--- src/rtl/pmem_arb_pkg.sv ---
// Shared types and width defaults for the I/D physical-memory arbiter.
package pmem_arb_pkg;

    localparam int PMEM_ADDR_W = 32;
    localparam int PMEM_LINE_W = 256;

    typedef enum logic [1:0] {
        IDLE    = 2'd0,
        GNT_I   = 2'd1,
        GNT_D   = 2'd2,
        RELEASE = 2'd3
    } pmem_arb_state_t;

    typedef enum logic {
        OWNER_I = 1'b0,
        OWNER_D = 1'b1
    } pmem_arb_owner_t;

endpackage

--- src/rtl/pmem_arb_pick.sv ---
// Grant selection between I- and D-cache requests.
// PMEM_ARB_RR_EN: round-robin on conflict; otherwise D-cache has fixed priority.
module pmem_arb_pick
    import pmem_arb_pkg::*;
(
    input  logic            i_req,
    input  logic            d_req,
`ifdef PMEM_ARB_RR_EN
    input  pmem_arb_owner_t last_owner,
`endif
    output logic            gnt_valid,
    output pmem_arb_owner_t gnt_owner
);

    always_comb begin
        gnt_valid = i_req | d_req;
        gnt_owner = d_req ? OWNER_D : OWNER_I;
        if (i_req && d_req) begin
`ifdef PMEM_ARB_RR_EN
            gnt_owner = (last_owner == OWNER_I) ? OWNER_D : OWNER_I;
`else
            gnt_owner = OWNER_D;
`endif
        end
    end

endmodule

--- src/rtl/pmem_arbiter.sv ---
// Arbitrates the shared 256-bit pmem port between I-cache and D-cache.
// Optional round-robin conflict resolution via PMEM_ARB_RR_EN.
module pmem_arbiter
    import pmem_arb_pkg::*;
#(
    parameter int ADDR_W = PMEM_ADDR_W,
    parameter int LINE_W = PMEM_LINE_W
) (
    input  logic              clk,
    input  logic              rst_n,
    input  logic              i_pmem_read,
    input  logic [ADDR_W-1:0] i_pmem_address,
    output logic [LINE_W-1:0] i_pmem_rdata,
    output logic              i_pmem_resp,
    input  logic              d_pmem_read,
    input  logic              d_pmem_write,
    input  logic [ADDR_W-1:0] d_pmem_address,
    input  logic [LINE_W-1:0] d_pmem_wdata,
    output logic [LINE_W-1:0] d_pmem_rdata,
    output logic              d_pmem_resp,
    output logic              pmem_read,
    output logic              pmem_write,
    output logic [ADDR_W-1:0] pmem_address,
    output logic [LINE_W-1:0] pmem_wdata,
    input  logic [LINE_W-1:0] pmem_rdata,
    input  logic              pmem_resp
);

    pmem_arb_state_t state, state_nxt;
    pmem_arb_owner_t gnt_owner;
    logic            gnt_valid;
    logic            write_q;
    logic [ADDR_W-1:0] addr_q;
    logic [LINE_W-1:0] wdata_q;
`ifdef PMEM_ARB_RR_EN
    pmem_arb_owner_t last_owner;
`endif

    pmem_arb_pick u_pick (
        .i_req      (i_pmem_read),
        .d_req      (d_pmem_read | d_pmem_write),
`ifdef PMEM_ARB_RR_EN
        .last_owner (last_owner),
`endif
        .gnt_valid  (gnt_valid),
        .gnt_owner  (gnt_owner)
    );

    // Request is captured only on the grant edge; later changes by the owner are ignored.
    always_ff @(posedge clk or negedge rst_n) begin
        if (!rst_n) begin
            state   <= IDLE;
            write_q <= 1'b0;
            addr_q  <= '0;
            wdata_q <= '0;
`ifdef PMEM_ARB_RR_EN
            last_owner <= OWNER_I;
`endif
        end else begin
            state <= state_nxt;
            if (state == IDLE && gnt_valid) begin
                write_q <= (gnt_owner == OWNER_D) && d_pmem_write;
                addr_q  <= (gnt_owner == OWNER_D) ? d_pmem_address : i_pmem_address;
                wdata_q <= d_pmem_wdata;
`ifdef PMEM_ARB_RR_EN
                last_owner <= gnt_owner;
`endif
            end
        end
    end

    // RELEASE gives the finished requester a cycle to drop its level-held request.
    always_comb begin
        state_nxt = state;
        case (state)
            IDLE:        if (gnt_valid) state_nxt = (gnt_owner == OWNER_D) ? GNT_D : GNT_I;
            GNT_I, GNT_D: if (pmem_resp) state_nxt = RELEASE;
            RELEASE:     state_nxt = IDLE;
            default:     state_nxt = IDLE;
        endcase
    end

    always_comb begin
        pmem_read   = 1'b0;
        pmem_write  = 1'b0;
        i_pmem_resp = 1'b0;
        d_pmem_resp = 1'b0;
        case (state)
            GNT_I: begin
                pmem_read   = ~write_q;
                pmem_write  = write_q;
                i_pmem_resp = pmem_resp;
            end
            GNT_D: begin
                pmem_read   = ~write_q;
                pmem_write  = write_q;
                d_pmem_resp = pmem_resp;
            end
            default: ;
        endcase
    end

    assign pmem_address = addr_q;
    assign pmem_wdata   = wdata_q;
    assign i_pmem_rdata = pmem_rdata;
    assign d_pmem_rdata = pmem_rdata;

endmodule

--- config.mk ---
export PLATFORM = sky130hd
export DESIGN_NAME = pmem_arbiter
export DESIGN_NICKNAME = d
export VERILOG_FILES = /design/src/rtl/pmem_arb_pkg.sv /design/src/rtl/pmem_arb_pick.sv /design/src/rtl/pmem_arbiter.sv
export SDC_FILE = /design/constraint.sdc
export NUM_CORES = 1
export LEC_CHECK = 0
export CELL_PAD_IN_SITES_DETAIL_PLACEMENT = 1
export CELL_PAD_IN_SITES_GLOBAL_PLACEMENT = 2
export CORE_AREA = 3 3 541 543
export CTS_CLUSTER_DIAMETER = 80
export CTS_CLUSTER_SIZE = 25
export DETAILED_ROUTE_END_ITERATION = 6
export DIE_AREA = 0 0 544 546
export PLACE_DENSITY = 0.32
export SLEW_MARGIN = 25
export SYNTH_ARGS = -nofsm -noshare
export SYNTH_HDL_FRONTEND = slang
export SYNTH_HIERARCHICAL = 1
export SYNTH_SLANG_ARGS = --single-unit
--- constraint.sdc ---
create_clock -name clk -period 2.1 [get_ports clk]
set_clock_uncertainty 0.05 [all_clocks]
set_input_delay 0.315 -clock clk [delete_from_list [all_inputs] [get_ports clk]]
set_output_delay 0.315 -clock clk [all_outputs]
set_load 0.02 [all_outputs]
# Word-level counts from Yosys, hierarchy flattened
# Index checks and enable logic that the tools add are counted.
# word_totals
ff_bits	291
latchBits	0
ram_bits	0
rom_bits	0
inputBits	582
output_inout_bits	804
word_cells	29
mem_count	0
# classes
addsub	0
multipliers	0
div_mod_pow	0
magnitude_cmp	0
n_eq_ne	5
shift	0
muxes	11
bitwise	3
reduce_logical	6
# ops
cell	n
$mux 32	1
$mux 1	6
$mux 2	3
$pmux 2 s3	1
$eq 2x2->1 const B	2
$logic_and 1x1->1	3
$eq 2x1->1 const B	1
$logic_not 2->1	1
$ne 2x1->1 const B	1
$ne 2x2->1 const B	1
$or 1x1->1	2
$reduce_and 2->1	1
$reduce_or 2->1	1
$not 1->1	1

# Longest topological paths before layout
# Gate-level depths: netlist of run 1.
# logic_depth
ltp_word	6
ltp_mapped	7
depth_no_buf	5

# By module
# The synthesis of run 1 kept the hierarchy.
# modules_own_cells
mod	instances	cells_per_inst	area_per_inst_um2	seq_area_each_um2
pmem_arbiter	1	1217	15880.2	7282.0
pmem_arb_pick	1	2	10.0	0.0

# Least setup slack after synthesis of run 1
# No wires, ideal clock.
# synth_timing
path_type	input to register
start	input d_pmem_write
end	register wdata_q[100], in the netlist pmem_wdata[100]
setup_ns	0.125
arrival_ns	1.612
required_ns	1.925
path_slack_ns	0.313
path_stages	6
n_path_buf	2
path_cell_list	or2_2 > or2_1 > nand2_2 > buf_6 > buf_6 > mux2_4
# synth_via
elab_chain_len	3
# synth_rtl
item	line_no	text
start: declaration	pmem_arbiter.sv:16	input logic d_pmem_write,
$or 1x1->1	pmem_arbiter.sv:41	.d_req (d_pmem_read | d_pmem_write),
$or 1x1->1	pmem_arb_pick.sv:16	gnt_valid = i_req | d_req;
via gnt_valid	pmem_arbiter.sv:31	logic gnt_valid;
$logic_and 1x1->1	pmem_arbiter.sv:61	if (state == IDLE && gnt_valid) begin
end signal: assignment	pmem_arbiter.sv:64	wdata_q <= d_pmem_wdata;
end: declaration	pmem_arbiter.sv:34	logic [LINE_W-1:0] wdata_q;
# The timed path passes the listed nets, and every way through them passes these cells.
# A chain may end at the register's enable or synchronous reset.

# Final worst setup path of run 1
# layout_timing
start	register state[1]
end	output pmem_read
# layout_via
elab_chain_len	3
word_cells_on_any_way	4
classes_between	eq/ne (2); mux (1); reduce/logical (1)
# layout_rtl
item	line_no	text
start: declaration	pmem_arbiter.sv:29	pmem_arb_state_t state, state_nxt;
start signal: assignment	pmem_arbiter.sv:60	state <= state_nxt;
$eq 2x2->1 / $eq 2x1->1 (equally long branches)	pmem_arbiter.sv:88	case (state)
$reduce_or 2->1 (no line) *	--	
$mux 1 *	--	
end: declaration	pmem_arbiter.sv:21	output logic pmem_read,
# Every way passes the cells marked *; elsewhere a longest branch is shown, timed or not.

==> impl_metrics.py, run 1 <==
metrics = {
    "die": {
        "coreArea_sq_um": 288100,
        "floorplan.initialDensity_pct": 5.515,
        "io_pins": 1386,
        "fp.dieH_um": 546,
        "rows": 197,
        "fp.dieW_um": 544,
        "die-area_sq_um": 297000,
    },
    "critical_path": {
        "worstSetupStartpoint": "state[1]",
        "r2r-start": "state[1]",
        "path_class": "reg2out",
        "r2r_slack_ns": 0.40,
        "crit_fanout": 3,
        "worst_r2r_endpoint": "pmem_wdata[17]",
        "arrival_ns": 1.79,
        "critPathCaptureType": "primary output",
        "start_kind": "flop",
        "rr_worst_depth": 6,
        "endpoint": "pmem_read",
        "cp.required_ns": 1.74,
    },
    "logic_synthesis": {
        "syn-num-nets": 1805,
        "ys_seq_area_share_pct": 45.83,
        "ys_types": 19,
        "synthAdderAreaFrac_pct": 0.3150,
        "synth.area.mux_share_pct": 25.07,
        "synth_top_family_by_area": "buffers and inverters",
        "syn-cell-area_sq_um": 15890,
        "syn_inst": 1219,
        "synth-simple-area-share_pct": 1.087,
        "synth-xor-area-share_pct": 0,
        "ys_top_cells_by_area": "dfrtp_1, buf_4, mux2_4",
        "yosysWarningCount": 6,
        "synth_top_area_share_pct": 45.83,
        "syn_area_per_cell_sq_um": 13.04,
        "ys_ff_latch": 291,
        "yosys.area.top_type": "dfrtp_1",
        "synth_compound_area_share_pct": 1.110,
    },
    "routing": {
        "vias": 9921,
        "highest_layer": "met5",
        "met1_length_um": 45980,
        "route.detailed.drc": 0,
        "drtIter0Drc": 353,
        "wl_met3_um": 22620,
        "routed_wl_um": 127600,
        "met2RoutedLength_um": 51410,
        "routed_via_density": 1.889,
        "ant_nets": 0,
        "drtPass1Iterations": 4,
        "wire_per_inst_um": 24.30,
    },
    "sta": {
        "rsz0062_at_grt": "yes",
        "finalSetupViolations": 2,
        "slew_headroom_pct": 61.64,
        "fin_crit_sh_pct": 102.7,
        "whs_ns": 0.1783,
        "hold_violations": 0,
        "min_period_ns": 2.156,
        "worst_pin_slew_ns": 0.5777,
        "worst_slack_ns": -0.05596,
        "clock.fmax_ghz": 0.4638,
        "final-max-slew-violation-count": 0,
    },
    "power": {
        "p_per_area_nw_per_um2": 1623,
        "vdd_drop_max_mv": 0.6187,
        "p_leak_uw": 0.01008,
    },
    "cts": {
        "clockRootBuffer": "clkbuf_16",
        "worstSkewPairLatency_ns": 0.68,
        "cts_tree": "built",
        "path_clk_slew_ns": 0.06,
        "cts_max_level": 2,
        "clock_path_buffers": 3,
        "cts_made_buffers": 45,
        "cts_sinks": 291,
    },
    "global_route": {
        "grt.overflow.total": 0,
        "grt_max_degree": 61,
        "antenna_found_initial": 83,
        "grt_first_pass_wirelength_um": 152900,
        "first_global_vias": 10930,
        "grt_usage_pct": 8.269,
    },
    "placed_design": {
        "dp_hpwl_um": 112500,
        "placed_cells": 5151,
        "gp_congestion": 0.6426,
        "dpl-instance-area_sq_um": 23360,
        "io_buffer_count": 617,
    },
    "finish": {
        "final_cells": 5253,
        "final_util_pct": 8.646,
        "fillCellCount": 33550,
        "area_growth_pct": 56.78,
        "fin_area_sq_um": 24910,
        "nets": 2007,
        "drive_above_1_share_pct": 34.29,
    },
    "outcome": {
        "violations": "setup timing",
        "outcome": "finished, violations left",
    },
    "flow_run": {
        "drv_cap": 0,
    },
    "hold_path": {
        "worst_hold_path_type": "in2reg",
    },
}
==> per-stage QoR <==
stage / total power [uW] / setup WS, ns / setup TNS (ns)
after floorplan: 21550 / 0.3133 / 0
after global placement: 34350 / -0.4024 / -90.01
after detailed placement: 34350 / -0.3605 / -80.14
after CTS: 42440 / -0.2401 / -0.7397
after global routing: 43890 / -0.2239 / -0.6708
final: 40430 / -0.05596 / -0.08033
==> metal layers <==
metal	up-vias	GRT usage (%)
li1	3958	-
met1	4674	8.576
met2	897	11.92
met3	390	6.436
met4	2	4.328
met5	-	0
==> power by group <==
group	total [uW]	switching, uW	internal (uW)
sequential	10500	1970	8540
clock	8430	3600	4830
combinational	21500	12200	9310
total	40400	17700	22700
==> cells in the mapped netlist, drive strengths merged <==
master / n
buf: 547
dfrtp: 291
mux2: 256
nand2: 36
mux2i: 35
o21ai: 34
clkbuf: 5
ha: 4
inv: 4
and2: 3
or2: 2
nor2: 1
o22ai: 1
==> layout by cell type (no fill, tap or decap), types with 13 or more instances in the layout <==
| master | synthesis | layout |
|---|---|---|
| nand2_1 | 35 | 35 |
| mux2_4 | 200 | 200 |
| clkbuf_16 | 0 | 45 |
| clkdlybuf4s15_1 | 0 | 13 |
| dfrtp_1 | 291 | 291 |
| clkdlybuf4s50_1 | 0 | 356 |
| diode_2 | 0 | 14 |
| buf_4 | 516 | 145 |
| mux2_2 | 22 | 22 |
| dlygate4sd2_1 | 0 | 149 |
| mux2_1 | 34 | 34 |
| mux2i_1 | 35 | 35 |
| o21ai_0 | 34 | 34 |
| buf_12 | 0 | 24 |
==> critical path: stages (launching register included) <==
cell	delay (ns)
dfrtp_1	0.36
inv_2	0.06
ha_4	0.27
inv_2	0.05
nor2_4	0.09
buf_8	0.14
buf_8	0.12
==> cells by family (layout without fill, tap and decap cells) <==
family,Yosys count,after routing
AO/OA/AOI/OAI,35,35
multiplexers,291,291
AND/OR/NAND/NOR,42,42
adder cells (fa/ha/maj),4,4
buffers and inverters,556,795
flip-flops,291,291
other,0,14
==> registers in the layout, summed over array words and instances (netlist names) <==
| signal | flops |
|---|---|
| write_q | 1 |
| pmem_wdata | 256 |
| pmem_address | 32 |
| state | 2 |
==> repair_timing <==
action | CTS | global route
gates cloned | 0 | 0
gates resized for setup | 228 | 9
pin swaps | 2 | 0
setup buffers | 1 | 1
hold buffers | 3 | 0
setup endpoints to repair | 176 | 12
endpoints found under the hold margin | 239 | 0
==> area by class of cell <==
type	count	area (sq um)	share of cell area, %
Timing Repair Buffer	707	6794	27.27
Sequential cell	291	7282	29.23
Clock inverter	32	401.6	1.612
Tap cell	3781	4731	18.99
Clock buffer	52	1202	4.826
Antenna cell	14	35.03	0.1406
Inverter	4	15.01	0.06027
Multi-Input combinational cell	372	4452	17.87
==> how the worst min path moves through the flow <==
stage / start / end / slack, ns / depth (start not counted)
final: d_pmem_wdata[224] / pmem_wdata[224] / 0.18 / 2
after global routing: d_pmem_wdata[229] / pmem_wdata[229] / 0.1 / 2
after global placement: rst_n / pmem_wdata[67] / 0.21 / 1
after floorplan: rst_n / pmem_address[0] / -0.03 / 0
after detailed placement: rst_n / pmem_wdata[67] / 0.20 / 1
after CTS: d_pmem_wdata[223] / pmem_wdata[223] / 0.05 / 2
(Power assumes the default switching activity.)
==> inputs of run 2 (changes only) <==
- CORE_AREA: 3 3 541 543 -> 3 3 542 544
- DIE_AREA: 0 0 544 546 -> 0 0 545 547
- clock period: 2.1 -> 2.65 ns (I/O delays scaled with it)
==> run 2 against run 1 <==
- the run now ends clean
- combinational power fell by 18%
- core utilization is 0.073 points lower
- clock-buffer cell count decreased by 1
- largest cell class unchanged
- via count is 1.7% lower
- global-route usage decreased by 0.21 points
- sequential power is 19% lower
- cell area shrank 0.17%
- critical path depth fell by 5
- flip-flop and latch count stayed put
- largest power group unchanged
- first-iteration DRC count shrank 14%
==> impl_metrics.py, run 2 (same netlist as run 1, synthesis figures left out) <==
metrics = {
    "critical_path": {
        "cp.required_ns": 2.20,
        "critical_path.cell_chain": "clkdlybuf4s50_1",
        "crit_fanout": 2,
        "critPathCaptureType": "primary output",
        "cp_top_family": "buffers and inverters",
        "path_class": "reg2out",
        "arrival_ns": 2.02,
        "worst_r2r_endpoint": "pmem_wdata[12]",
        "start_kind": "flop",
        "r2r_slack_ns": 0.85,
        "slowest_stage": "clkdlybuf4s50_1",
        "worstSetupStartpoint": "pmem_wdata[86]",
        "critPathBufInv": 1,
        "r2r-start": "state[0]",
        "rr_worst_depth": 6,
        "critPathMaxStageDelay_ns": 0.90,
    },
    "routing": {
        "route.detailed.drc": 0,
        "routed_via_density": 1.831,
        "routed_wl_um": 125100,
        "drtIter0Drc": 303,
        "drtPass1Iterations": 4,
        "ant_nets": 0,
        "vias": 9750,
        "wire_per_inst_um": 23.50,
    },
    "finish": {
        "fillCellCount": 33730,
        "ff_latch_area_sq_um": 7282,
        "area_growth_pct": 56.51,
        "final_util_pct": 8.573,
        "multi_input_area_sq_um": 4397,
        "most-common-layout-cells": "clkdlybuf4s50_1, dfrtp_1, mux2_4",
        "largest_reg_flops": 256,
        "final_cells": 5324,
        "nets": 1967,
        "drive_above_1_share_pct": 26.04,
        "final_common_cell": "clkdlybuf4s50_1",
    },
    "die": {
        "fp.dieW_um": 545,
        "io_pins": 1386,
        "fp.dieH_um": 547,
        "floorplan.initialDensity_pct": 5.477,
        "coreArea_sq_um": 290100,
        "die-area_sq_um": 298100,
        "rows": 198,
    },
    "placed_design": {
        "io_buffer_count": 617,
        "dp_hpwl_um": 110000,
        "gp_congestion": 0.6615,
        "placed_cells": 5232,
        "dp_slack_ns": -0.04366,
    },
    "global_route": {
        "grt.overflow.total": 0,
        "grt_usage_pct": 8.062,
        "grt_max_degree": 65,
        "grt_first_pass_wirelength_um": 148800,
        "antenna_found_initial": 82,
        "first_global_vias": 10740,
    },
    "sta": {
        "worst_slack_ns": 0.1848,
        "min_period_ns": 2.465,
        "final-max-slew-violation-count": 0,
        "rsz0062_at_grt": "no",
        "hold_violations": 0,
        "finalSetupViolations": 0,
        "slew_headroom_pct": 52.83,
        "clock.fmax_ghz": 0.4056,
        "worst_pin_slew_ns": 0.7054,
        "fin_crit_sh_pct": 93.03,
        "fin_setup_tns_ns": 0,
    },
    "cts": {
        "cts_made_buffers": 46,
        "path_clk_slew_ns": 0.08,
        "cts_max_level": 2,
        "cts_tree": "built",
        "worstSkewPairLatency_ns": 0.65,
        "cts_sinks": 291,
        "clock_path_buffers": 3,
        "clockRootBuffer": "clkbuf_16",
    },
    "flow_run": {
        "drv_cap": 0,
    },
    "power": {
        "p_per_area_nw_per_um2": 1309,
        "vdd_drop_max_mv": 0.4299,
        "power.switching_uw": 14220,
        "p_seq_share_pct": 26.1,
        "power_frac_clock_pct": 19.9,
        "p_sw_share_pct": 43.70,
        "p_total_uw": 32550,
        "p_int_uw": 18330,
        "power_frac_comb_pct": 54.1,
        "p_leak_uw": 0.009474,
    },
    "outcome": {
        "outcome": "finished clean",
    },
    "hold_path": {
        "worst_hold_path_type": "in2async",
    },
}
-- run 2: worst max path at each step --
stage | endpoint | slack, ns | depth (start not counted)
6_report | pmem_wdata[86] | 0.18 | 1
5_1_grt | pmem_wdata[49] | 0.007 | 1
3_5_place_dp | pmem_wdata[226] | -0.04 | 7
2_1_floorplan | pmem_wdata[100] | 0.78 | 6
4_1_cts | pmem_wdata[59] | 0.005 | 1
3_3_place_gp | pmem_wdata[250] | -0.05 | 7
-- run 2: area by class of cell --
type | count | share of cell area (%)
flip-flops and latches | 291 | 29.28
well taps | 3900 | 19.62
multi-input cells | 372 | 17.68
diodes | 7 | 0.07043
clock buffers | 51 | 4.870
inverters | 4 | 0.06037
repair buffers | 666 | 27.06
clock inverters | 33 | 1.358
-- run 2: layer usage --
| metal | global-route usage (%) | vias to the layer above | wire [um] |
|---|---|---|---|
| met5 | 0 | - | 24 |
| met4 | 4.218 | 4 | 7570 |
| met3 | 6.229 | 476 | 22340 |
| met2 | 11.40 | 863 | 49220 |
| met1 | 8.577 | 4543 | 45950 |
| li1 | - | 3864 | - |
-- run 2: timing repair --
item | 4_1_cts | 5_1_grt
hold buffers | 1 | 0
endpoints found under the hold margin | 182 | 0
endpoints found under the setup margin | 3 | 0
resized for setup | 5 | 0
buffers inserted | 0 | 0
-- run 2: power groups by stage --
stage          Clock (uW)  Sequential, uW  Combinational (uW)
3_3_place_gp            0            8620               18300
6_report             6460            8480               17600
3_5_place_dp            0            8640               18300
2_1_floorplan           0           10700                6350
4_1_cts              7000            8610               18300
5_1_grt              7070            8850               19200
-- run 2: stage by stage --
stage	area, sq um	hold WS [ns]
3_5_place_dp	23290	0.2774
3_3_place_gp	23290	0.2789
5_1_grt	24860	0.1099
2_1_floorplan	15890	0.05191
4_1_cts	24850	0.06647
6_report	24870	0.1401
